==> config.mk <==
export PLATFORM = sky130hd
export DESIGN_NAME = pull_ack_server_flat
export DESIGN_NICKNAME = d
export VERILOG_FILES = /design/src/rtl/pull_ack_server_if.sv /design/src/rtl/pull_ack_server.sv /design/src/flat_wrapper.sv
export SDC_FILE = /design/constraint.sdc
export NUM_CORES = 1
export LEC_CHECK = 0
export ABC_CLOCK_PERIOD_IN_PS = 3100
export CAP_MARGIN = 10
export CORE_UTILIZATION = 54
export CTS_CLUSTER_SIZE = 10
export DETAILED_ROUTE_END_ITERATION = 8
export HOLD_SLACK_MARGIN = 0.15
export PLACE_DENSITY_LB_ADDON = 0.25
export SLEW_MARGIN = 25
export SYNTH_ARGS = -nofsm -noshare
export SYNTH_HDL_FRONTEND = slang
export SYNTH_SLANG_ARGS = --single-unit
==> constraint.sdc <==
create_clock -name clk -period 3.1 [get_ports clk]
set_input_delay 0.62 -clock clk [delete_from_list [all_inputs] [get_ports clk]]
set_output_delay 0.62 -clock clk [all_outputs]
set_load 0.01 [all_outputs]
==> src/rtl/pull_ack_server_if.sv <==
// rtl/pull_ack_server_if.sv - request/ack and response-push bundle for pull_ack_server
// Purpose: groups the requester handshake, the response FIFO push port and the
//   server status outputs so a requester/bench and the server share one bundle.
// Signals:
//   request, active, lat_cfg   requester -> server transaction controls
//   push_valid, push_data      producer -> server response-word writes
//   push_ready                 server -> producer, FIFO not full
//   ack, rsp_data              server -> requester single-cycle answer
//   busy, fifo_count           server status
// Modports: master drives requests and pushes, slave is the server.
interface pull_ack_server_if #(
  parameter int LAT_W  = 4,
  parameter int DATA_W = 8,
  parameter int DEPTH  = 4
);
  localparam int CNT_W = $clog2(DEPTH + 1);

  logic              request;
  logic              active;
  logic [LAT_W-1:0]  lat_cfg;
  logic              push_valid;
  logic [DATA_W-1:0] push_data;
  logic              push_ready;
  logic              ack;
  logic [DATA_W-1:0] rsp_data;
  logic              busy;
  logic [CNT_W-1:0]  fifo_count;

  modport master (
    output request, active, lat_cfg, push_valid, push_data,
    input  push_ready, ack, rsp_data, busy, fifo_count
  );

  modport slave (
    input  request, active, lat_cfg, push_valid, push_data,
    output push_ready, ack, rsp_data, busy, fifo_count
  );
endinterface

==> src/rtl/pull_ack_server.sv <==
// rtl/pull_ack_server.sv - responder answering level-held requests with a one-cycle ack and FIFO word
// Purpose: accepts a transaction when request && active, waits lat_cfg cycles,
//   then pops the response FIFO head into rsp_data with a single-cycle ack.
//   Drops the transaction if active falls during the wait; stalls with cnt=0
//   while the FIFO is empty.
// Ports:
//   clk     single clock, rising edge
//   rst_n   synchronous active-low reset
//   bus     pull_ack_server_if.slave (request/active/lat_cfg, push port,
//           ack/rsp_data, busy, fifo_count)
//   served_count, stall_cycles   16-bit saturating counters, present only
//           when PULL_SERVER_STATS_EN is defined
// Optional feature macro: PULL_SERVER_STATS_EN
module pull_ack_server #(
  parameter int LAT_W  = 4,
  parameter int DATA_W = 8,
  parameter int DEPTH  = 4
) (
  input  logic             clk,
  input  logic             rst_n,
  pull_ack_server_if.slave bus
`ifdef PULL_SERVER_STATS_EN
  ,
  output logic [15:0]      served_count,
  output logic [15:0]      stall_cycles
`endif
);
  localparam int PTR_W = (DEPTH > 1) ? $clog2(DEPTH) : 1;
  localparam int CNT_W = $clog2(DEPTH + 1);

  typedef enum logic [1:0] {IDLE, LAT, ACK, RELEASE} state_t;

  state_t            state, state_nxt;
  logic [LAT_W-1:0]  cnt, cnt_nxt;
  logic              ack_q, ack_nxt;
  logic [DATA_W-1:0] rsp_q;

  logic [DATA_W-1:0] mem [DEPTH];
  logic [PTR_W-1:0]  rd_ptr, wr_ptr;
  logic [CNT_W-1:0]  count;
  logic              do_push, do_pop;

  // Full/empty come from the registered count, so a word pushed this cycle
  // only becomes poppable on the following edge.
  assign bus.push_ready = (count != CNT_W'(DEPTH));
  assign do_push        = bus.push_valid && bus.push_ready;

  always_comb begin
    state_nxt = state;
    cnt_nxt   = cnt;
    ack_nxt   = 1'b0;
    do_pop    = 1'b0;
    case (state)
      IDLE: begin
        if (bus.request && bus.active) begin
          state_nxt = LAT;
          cnt_nxt   = bus.lat_cfg;
        end
      end
      LAT: begin
        if (!bus.active) begin
          state_nxt = IDLE;
          cnt_nxt   = '0;
        end else if (cnt != '0) begin
          cnt_nxt = cnt - LAT_W'(1);
        end else if (count != '0) begin
          do_pop    = 1'b1;
          ack_nxt   = 1'b1;
          state_nxt = ACK;
        end
      end
      ACK:     state_nxt = RELEASE;
      // Wait for the requester to drop request so one transaction yields one ack.
      RELEASE: if (!bus.request) state_nxt = IDLE;
      default: state_nxt = IDLE;
    endcase
  end

  always_ff @(posedge clk) begin
    if (!rst_n) begin
      state  <= IDLE;
      cnt    <= '0;
      ack_q  <= 1'b0;
      rsp_q  <= '0;
      rd_ptr <= '0;
      wr_ptr <= '0;
      count  <= '0;
    end else begin
      state <= state_nxt;
      cnt   <= cnt_nxt;
      ack_q <= ack_nxt;
      if (do_pop) begin
        rsp_q  <= mem[rd_ptr];
        rd_ptr <= rd_ptr + PTR_W'(1);
      end
      if (do_push) wr_ptr <= wr_ptr + PTR_W'(1);
      case ({do_push, do_pop})
        2'b10:   count <= count + CNT_W'(1);
        2'b01:   count <= count - CNT_W'(1);
        default: count <= count;
      endcase
    end
  end

  // Storage carries no reset; pointers and count define what is valid.
  always_ff @(posedge clk) begin
    if (rst_n && do_push) mem[wr_ptr] <= bus.push_data;
  end

  assign bus.ack        = ack_q;
  assign bus.rsp_data   = rsp_q;
  assign bus.busy       = (state != IDLE);
  assign bus.fifo_count = count;

`ifdef PULL_SERVER_STATS_EN
  always_ff @(posedge clk) begin
    if (!rst_n) begin
      served_count <= '0;
      stall_cycles <= '0;
    end else begin
      if (ack_q && served_count != 16'hFFFF) served_count <= served_count + 16'd1;
      if (state == LAT && cnt == '0 && count == '0 && stall_cycles != 16'hFFFF)
        stall_cycles <= stall_cycles + 16'd1;
    end
  end
`endif
endmodule

==> src/flat_wrapper.sv <==
// flat-port wrapper written by rule: the top's interface ports become plain ports
module pull_ack_server_flat 
#(
  parameter int LAT_W  = 4,
  parameter int DATA_W = 8,
  parameter int DEPTH  = 4
)
  (clk, rst_n, bus_request, bus_active, bus_lat_cfg, bus_push_valid, bus_push_data, bus_push_ready, bus_ack, bus_rsp_data, bus_busy, bus_fifo_count);
  pull_ack_server_if #(.LAT_W(LAT_W), .DATA_W(DATA_W), .DEPTH(DEPTH)) bus_i ();
  input  logic clk;
  input  logic rst_n;
  input wire logic [$bits(bus_i.request)-1:0] bus_request;
  input wire logic [$bits(bus_i.active)-1:0] bus_active;
  input wire logic [$bits(bus_i.lat_cfg)-1:0] bus_lat_cfg;
  input wire logic [$bits(bus_i.push_valid)-1:0] bus_push_valid;
  input wire logic [$bits(bus_i.push_data)-1:0] bus_push_data;
  output wire logic [$bits(bus_i.push_ready)-1:0] bus_push_ready;
  output wire logic [$bits(bus_i.ack)-1:0] bus_ack;
  output wire logic [$bits(bus_i.rsp_data)-1:0] bus_rsp_data;
  output wire logic [$bits(bus_i.busy)-1:0] bus_busy;
  output wire logic [$bits(bus_i.fifo_count)-1:0] bus_fifo_count;
  assign bus_i.request = bus_request;
  assign bus_i.active = bus_active;
  assign bus_i.lat_cfg = bus_lat_cfg;
  assign bus_i.push_valid = bus_push_valid;
  assign bus_i.push_data = bus_push_data;
  assign bus_push_ready = bus_i.push_ready;
  assign bus_ack = bus_i.ack;
  assign bus_rsp_data = bus_i.rsp_data;
  assign bus_busy = bus_i.busy;
  assign bus_fifo_count = bus_i.fifo_count;
  pull_ack_server #(.LAT_W(LAT_W), .DATA_W(DATA_W), .DEPTH(DEPTH)) u_core (.clk(clk), .rst_n(rst_n), .bus(bus_i));
endmodule
---- After elaboration in Yosys (flattened, before gate mapping) ----
Memory sizes are Yosys's and may differ from the RTL's. A register that Yosys moved wholly into a read port is not among the register bits.
Cells that the tools add are included.
word-level totals
  flip-flop bits (word level) ............. 14
  latch bits .............................. 0
  bits in writable memories ............... 32
  bits in read-only memories .............. 0
  input bits .............................. 17
  output and inout bits ................... 14
  logic and storage cells ................. 52
  memories kept ........................... 1
memories
  memory      depth  width  rd ports  clocked after Yosys merged registers in  wr ports  line                   RTL
  u_core.mem  4      8      1         1                                        1         pull_ack_server.sv:38  logic [DATA_W-1:0] mem [DEPTH];
cells by class
  $add $sub $neg .......................... 5
  multiply operators ...................... 0
  div/mod/pow operators ................... 0
  magnitude comparators ................... 0
  eq/ne operators ......................... 11
  shift-type cells ........................ 0
  muxes and demuxes ....................... 17
  bitwise logic cells ..................... 0
  reductions and logical operators ........ 12
operators by type and width
  cell                                              count
  two-way mux 4 bit                                 3
  two-way mux 2 bit                                 5
  one-hot mux 2 bit (4 select lines)                1
  one-hot mux 4 bit (2 select lines)                1
  == test 2 bit, second input constant              3
  two-way mux 1 bit                                 6
  != test 3 x 2 -> 1 bit, second input constant     2
  != test 3 bit, second input constant              2
  one-hot mux 3 bit (2 select lines)                1
  nonzero test 2 bit                                3
  adder 2 x 1 -> 2 bit, second input constant       2
  == test 2 x 1 -> 1 bit, second input constant     2
  AND reduction 4 bit                               1
  nonzero test 4 bit                                1
  subtractor 4 x 1 -> 4 bit, second input constant  1
  adder 3 x 1 -> 3 bit, second input constant       1
  logical AND 1 bit                                 3
  AND reduction 3 bit                               1
  nonzero test 3 bit                                1
  subtractor 3 x 1 -> 3 bit, second input constant  1
  zero test 2 bit                                   1
  != test 2 x 1 -> 1 bit, second input constant     1
  != test 2 bit, second input constant              1
  zero test 1 bit                                   1

---- Depth between registers and ports, before layout ----
  depth in word-level cells ............... 7
  gate-level depth with buffers ........... 13

---- Worst setup path before layout ----
No wires, ideal clock.
  path type ............................... register -> register
  start ................................... register u_core.cnt[0]
  end ..................................... register u_core.count[2], in the netlist u_core.bus.fifo_count[2]
  library setup time ...................... 71 ps
  arrival time ............................ 2408 ps
  required time ........................... 3029 ps
  slack ................................... 621 ps
  stages on the path, launching flop included .. 14
  cell sequence ........................... dfxtp_1 -> inv_1 -> ha_1 -> nor3b_2 -> o31ai_1 -> nand2b_4 -> inv_2 -> buf_6 -> ha_1 -> inv_1 -> fa_1 -> xor2_1 -> or3_1 -> a21oi_1
between the ends
  longest elaborated chain between the ends .. 6
  elaborated cells on any way between the ends .. 8
  classes of those cells .................. eq/ne (2); mux (4); reduce/logical (2)
RTL lines
  what                                                                      line                    RTL
  start, declared                                                           pull_ack_server.sv:34   logic [LAT_W-1:0] cnt, cnt_nxt;
  start signal, assigned                                                    pull_ack_server.sv:90   cnt <= cnt_nxt;
  nonzero test 4 bit *                                                      pull_ack_server.sv:64   end else if (cnt != '0) begin
  two-way mux 1 bit *                                                       pull_ack_server.sv:64
  two-way mux 1 bit *                                                       pull_ack_server.sv:61   if (!bus.active) begin
  two-way mux 1 bit *                                                       pull_ack_server.sv:53   case (state)
  == test 2 x 1 -> 1 bit or == test 2 bit (tied branches)                   pull_ack_server.sv:97   case ({do_push, do_pop})
  one-hot mux 3 bit (2 select lines) or nonzero test 2 bit (tied branches)  -
  end signal, assigned                                                      pull_ack_server.sv:98   2'b10: count <= count + CNT_W'(1);
  end signal, assigned                                                      pull_ack_server.sv:99   2'b01: count <= count - CNT_W'(1);
  end signal, assigned                                                      pull_ack_server.sv:100  default: count <= count;
  end, declared                                                             pull_ack_server.sv:40   logic [CNT_W-1:0] count;
Mark *: on every way between the ends. The rest lies on a longest branch, timed or not.
A chain may end at the register's enable or synchronous reset.

---- Final worst setup path ----
Ends and elaborated chain as after synthesis.

==> results.sh <==
export IMPL_run_status="complete, no violations"
export IMPL_grt_remaining_overflow=0
export IMPL_antenna_found_initial=0
export IMPL_ys_ff_latch=54
export IMPL_first_pass_iters=4
export IMPL_relSlewSlack_pct=55.1
export IMPL_start_util_pct=56.3
export IMPL_skew_ps=4.53
export IMPL_area_sequential_um2=1400
export IMPL_coreArea_um2=4000
export IMPL_multi_input_area_um2=771
export IMPL_vdd_drop_max_mv=0.340
export IMPL_cts_sinks=54
export IMPL_port_buffers=30
export IMPL_dieArea_um2=4430
export IMPL_min_period_ps=2580
export IMPL_ctsResizeCount=0
export IMPL_fill_cells=295
export IMPL_grtUsageTotal_pct=19.7
export IMPL_synth_distinct_cells=36
export IMPL_cts_buffers_inserted=5
export IMPL_final_layout_size_suffix_gt1_share_pct=13.3
export IMPL_async_flop_share_pct=0
export IMPL_grt_pass1_vias=1300
export IMPL_final_instance_count_excl_fill=246
export IMPL_setup_viol=0
export IMPL_arrival_ps=2810
export IMPL_synth_edf_count=32
export IMPL_synth_top_cell_by_area="edfxtp_1"
export IMPL_powerDensity_nw_per_um2=517
export IMPL_endpoint_kind="flop"
export IMPL_nets=219
export IMPL_die_w_um=66.6
export IMPL_grt_max_degree=21
export IMPL_syn2layout_area_growth_pct=19.9
export IMPL_ys_flop_type="edfxtp_1"
export IMPL_rsz0062_at_grt="false"
export IMPL_yosysWarnings=0
export IMPL_worstSetupPathType="reg2reg"
export IMPL_pin_count=31
export IMPL_crit_fanout=3
export IMPL_grt_pass1_wl_mm=6.03
export IMPL_synth_area_leaders="edfxtp_1, dfxtp_1, mux4_2"
export IMPL_drt_initial_drc_count=76
export IMPL_final_setup_tns_ps=0
export IMPL_leakagePower_uw=0.000954
export IMPL_core_rowCount=23
export IMPL_ant_nets=0
export IMPL_placed_area_um2=2590
export IMPL_fin_area_um2=2700
export IMPL_postSynthAreaPerCell_um2=13.8
export IMPL_cts_setup_buffers=0
export IMPL_worst_pin_slew_ps=673
export IMPL_final_util_pct=67.5
export IMPL_finalHoldViolCount=0
export IMPL_netlist_instances=163
export IMPL_syn_area_um2=2250
export IMPL_start_kind="flop"
export IMPL_synth_top_area_share_pct=42.7
export IMPL_hpwlAfterDp_mm=2.79
export IMPL_vias=1357
export IMPL_hold_path_class="reg2reg"
export IMPL_placed_cells=238
export IMPL_drv_slew=0
export IMPL_htreeDepth=2
export IMPL_cp_data_required_time_ps=3330
export IMPL_ys_seq_area_share_pct=62.2
export IMPL_finalWirelength_mm=3.87
export IMPL_fin_crit_sh_pct=83.3
export IMPL_clock_fmax_ghz=0.387
export IMPL_viasPerCell=5.52
export IMPL_cts_root_buf="clkbuf_8"
export IMPL_cts_tree="built"
export IMPL_drv_cap=0
export IMPL_total_power_uw=1400
export IMPL_clkLatencyLatePin_ps=290
export IMPL_diodes=0
export IMPL_synth_net_count=187
export IMPL_drc=0
export IMPL_gp_congestion=0.859
export IMPL_wire_per_inst_um=15.7
export IMPL_clock_path_buffers=2
export IMPL_fp_dieH_um=66.6
export IMPL_clk_pin_slew_ps=90
export IMPL_postCtsHoldBufs=0
==> metrics by stage <==
stage,hold slack [ps],setup WS (ps)
2_1_floorplan,469,621
3_3_place_gp,471,348
3_5_place_dp,486,227
4_1_cts,507,517
5_1_grt,547,344
6_report,500,518
==> layout make-up <==
cell class / count / share of cell area [%]
flip-flops and latches: 54 / 51.9
multi-input cells: 90 / 28.5
repair buffers: 31 / 11.4
clock buffers: 6 / 2.69
well taps: 50 / 2.32
inverters: 13 / 1.81
clock inverters: 2 / 1.39
==> state kept, by name, summed over array words and instances (netlist names), named ones only <==
register,flops
u_core.bus.ack,1
u_core.bus.fifo_count,3
u_core.bus.rsp_data,8
u_core.cnt,4
u_core.mem,32
u_core.rd_ptr,2
u_core.state,1
u_core.wr_ptr,2
==> cells in the final DEF (no fill, tap or decap), types with 3 or more instances in the layout <==
| cell | n |
|---|---|
| o21ai_0 | 3 |
| mux2i_1 | 9 |
| and3_1 | 4 |
| mux4_2 | 8 |
| xnor2_1 | 3 |
| clkdlybuf4s50_1 | 30 |
| xor2_1 | 3 |
| clkbuf_8 | 5 |
| nor2_1 | 18 |
| dfxtp_1 | 22 |
| nand2_1 | 8 |
| ha_1 | 6 |
| inv_1 | 11 |
| edfxtp_1 | 32 |
| a21oi_1 | 7 |
==> routing by layer <==
metal	global-route usage [%]	share of wire (%)	vias up
met5	0	0	-
met4	10.4	1.5	0
met3	4.79	3.6	6
met2	32.4	53	32
met1	23.9	42	670
li1	-	-	649
==> synthesized netlist by cell type (2+ instances only) <==
master,number
or2_2,2
xor2_1,3
and3_1,4
inv_2,2
o21ai_0,3
mux4_2,8
xnor2_1,3
edfxtp_1,32
nand2b_1,2
clkbuf_1,3
dfxtp_1,22
a21oi_1,7
nor2_1,18
mux2i_1,9
inv_1,11
nand2_1,8
nor3_1,2
ha_1,6
==> power by group <==
group	leakage [uW]	switching (uW)	internal (uW)
logic	0.000433	69.8	74.8
clock network	0.0000514	206	241
registers	0.000470	20.5	785
==> path summary, 6_finish.rpt <==
path                                              from                       end  slack [ps]  cells past startpoint
worst max register to register           u_core.cnt[0]  u_core.bus.fifo_count[2]         520                     12
worst min register to register  u_core.bus.rsp_data[4]    u_core.bus.rsp_data[4]         500                      2
worst min-delay path            u_core.bus.rsp_data[4]    u_core.bus.rsp_data[4]         500                      2
worst max-delay path                     u_core.cnt[0]  u_core.bus.fifo_count[2]         520                     12
==> critical path, cell delays in order, from the launching register on <==
cell and delay (ps):
dfxtp_1 340, inv_1 80, ha_1 170, nor3b_2 320
o31ai_1 170, nand2b_4 180, inv_2 60, ha_1 170
inv_1 60, fa_1 370, xor2_1 160, or3_1 310
a21oi_1 130
==> cell families after synthesis <==
logic type                 count (synthesis)  share of synthesized area [%]
AOI/OAI and AO/OA                         18                           6.00
xor gates and xnor gates                   6                           2.33
adders and majority gates                  7                           4.22
buffers and inverters                     19                           3.56
DFF                                       54                           62.2
muxes                                     17                           12.0
and+or+nand+nor                           42                           9.67
Note: power is estimated with default switching activity, not from simulation.
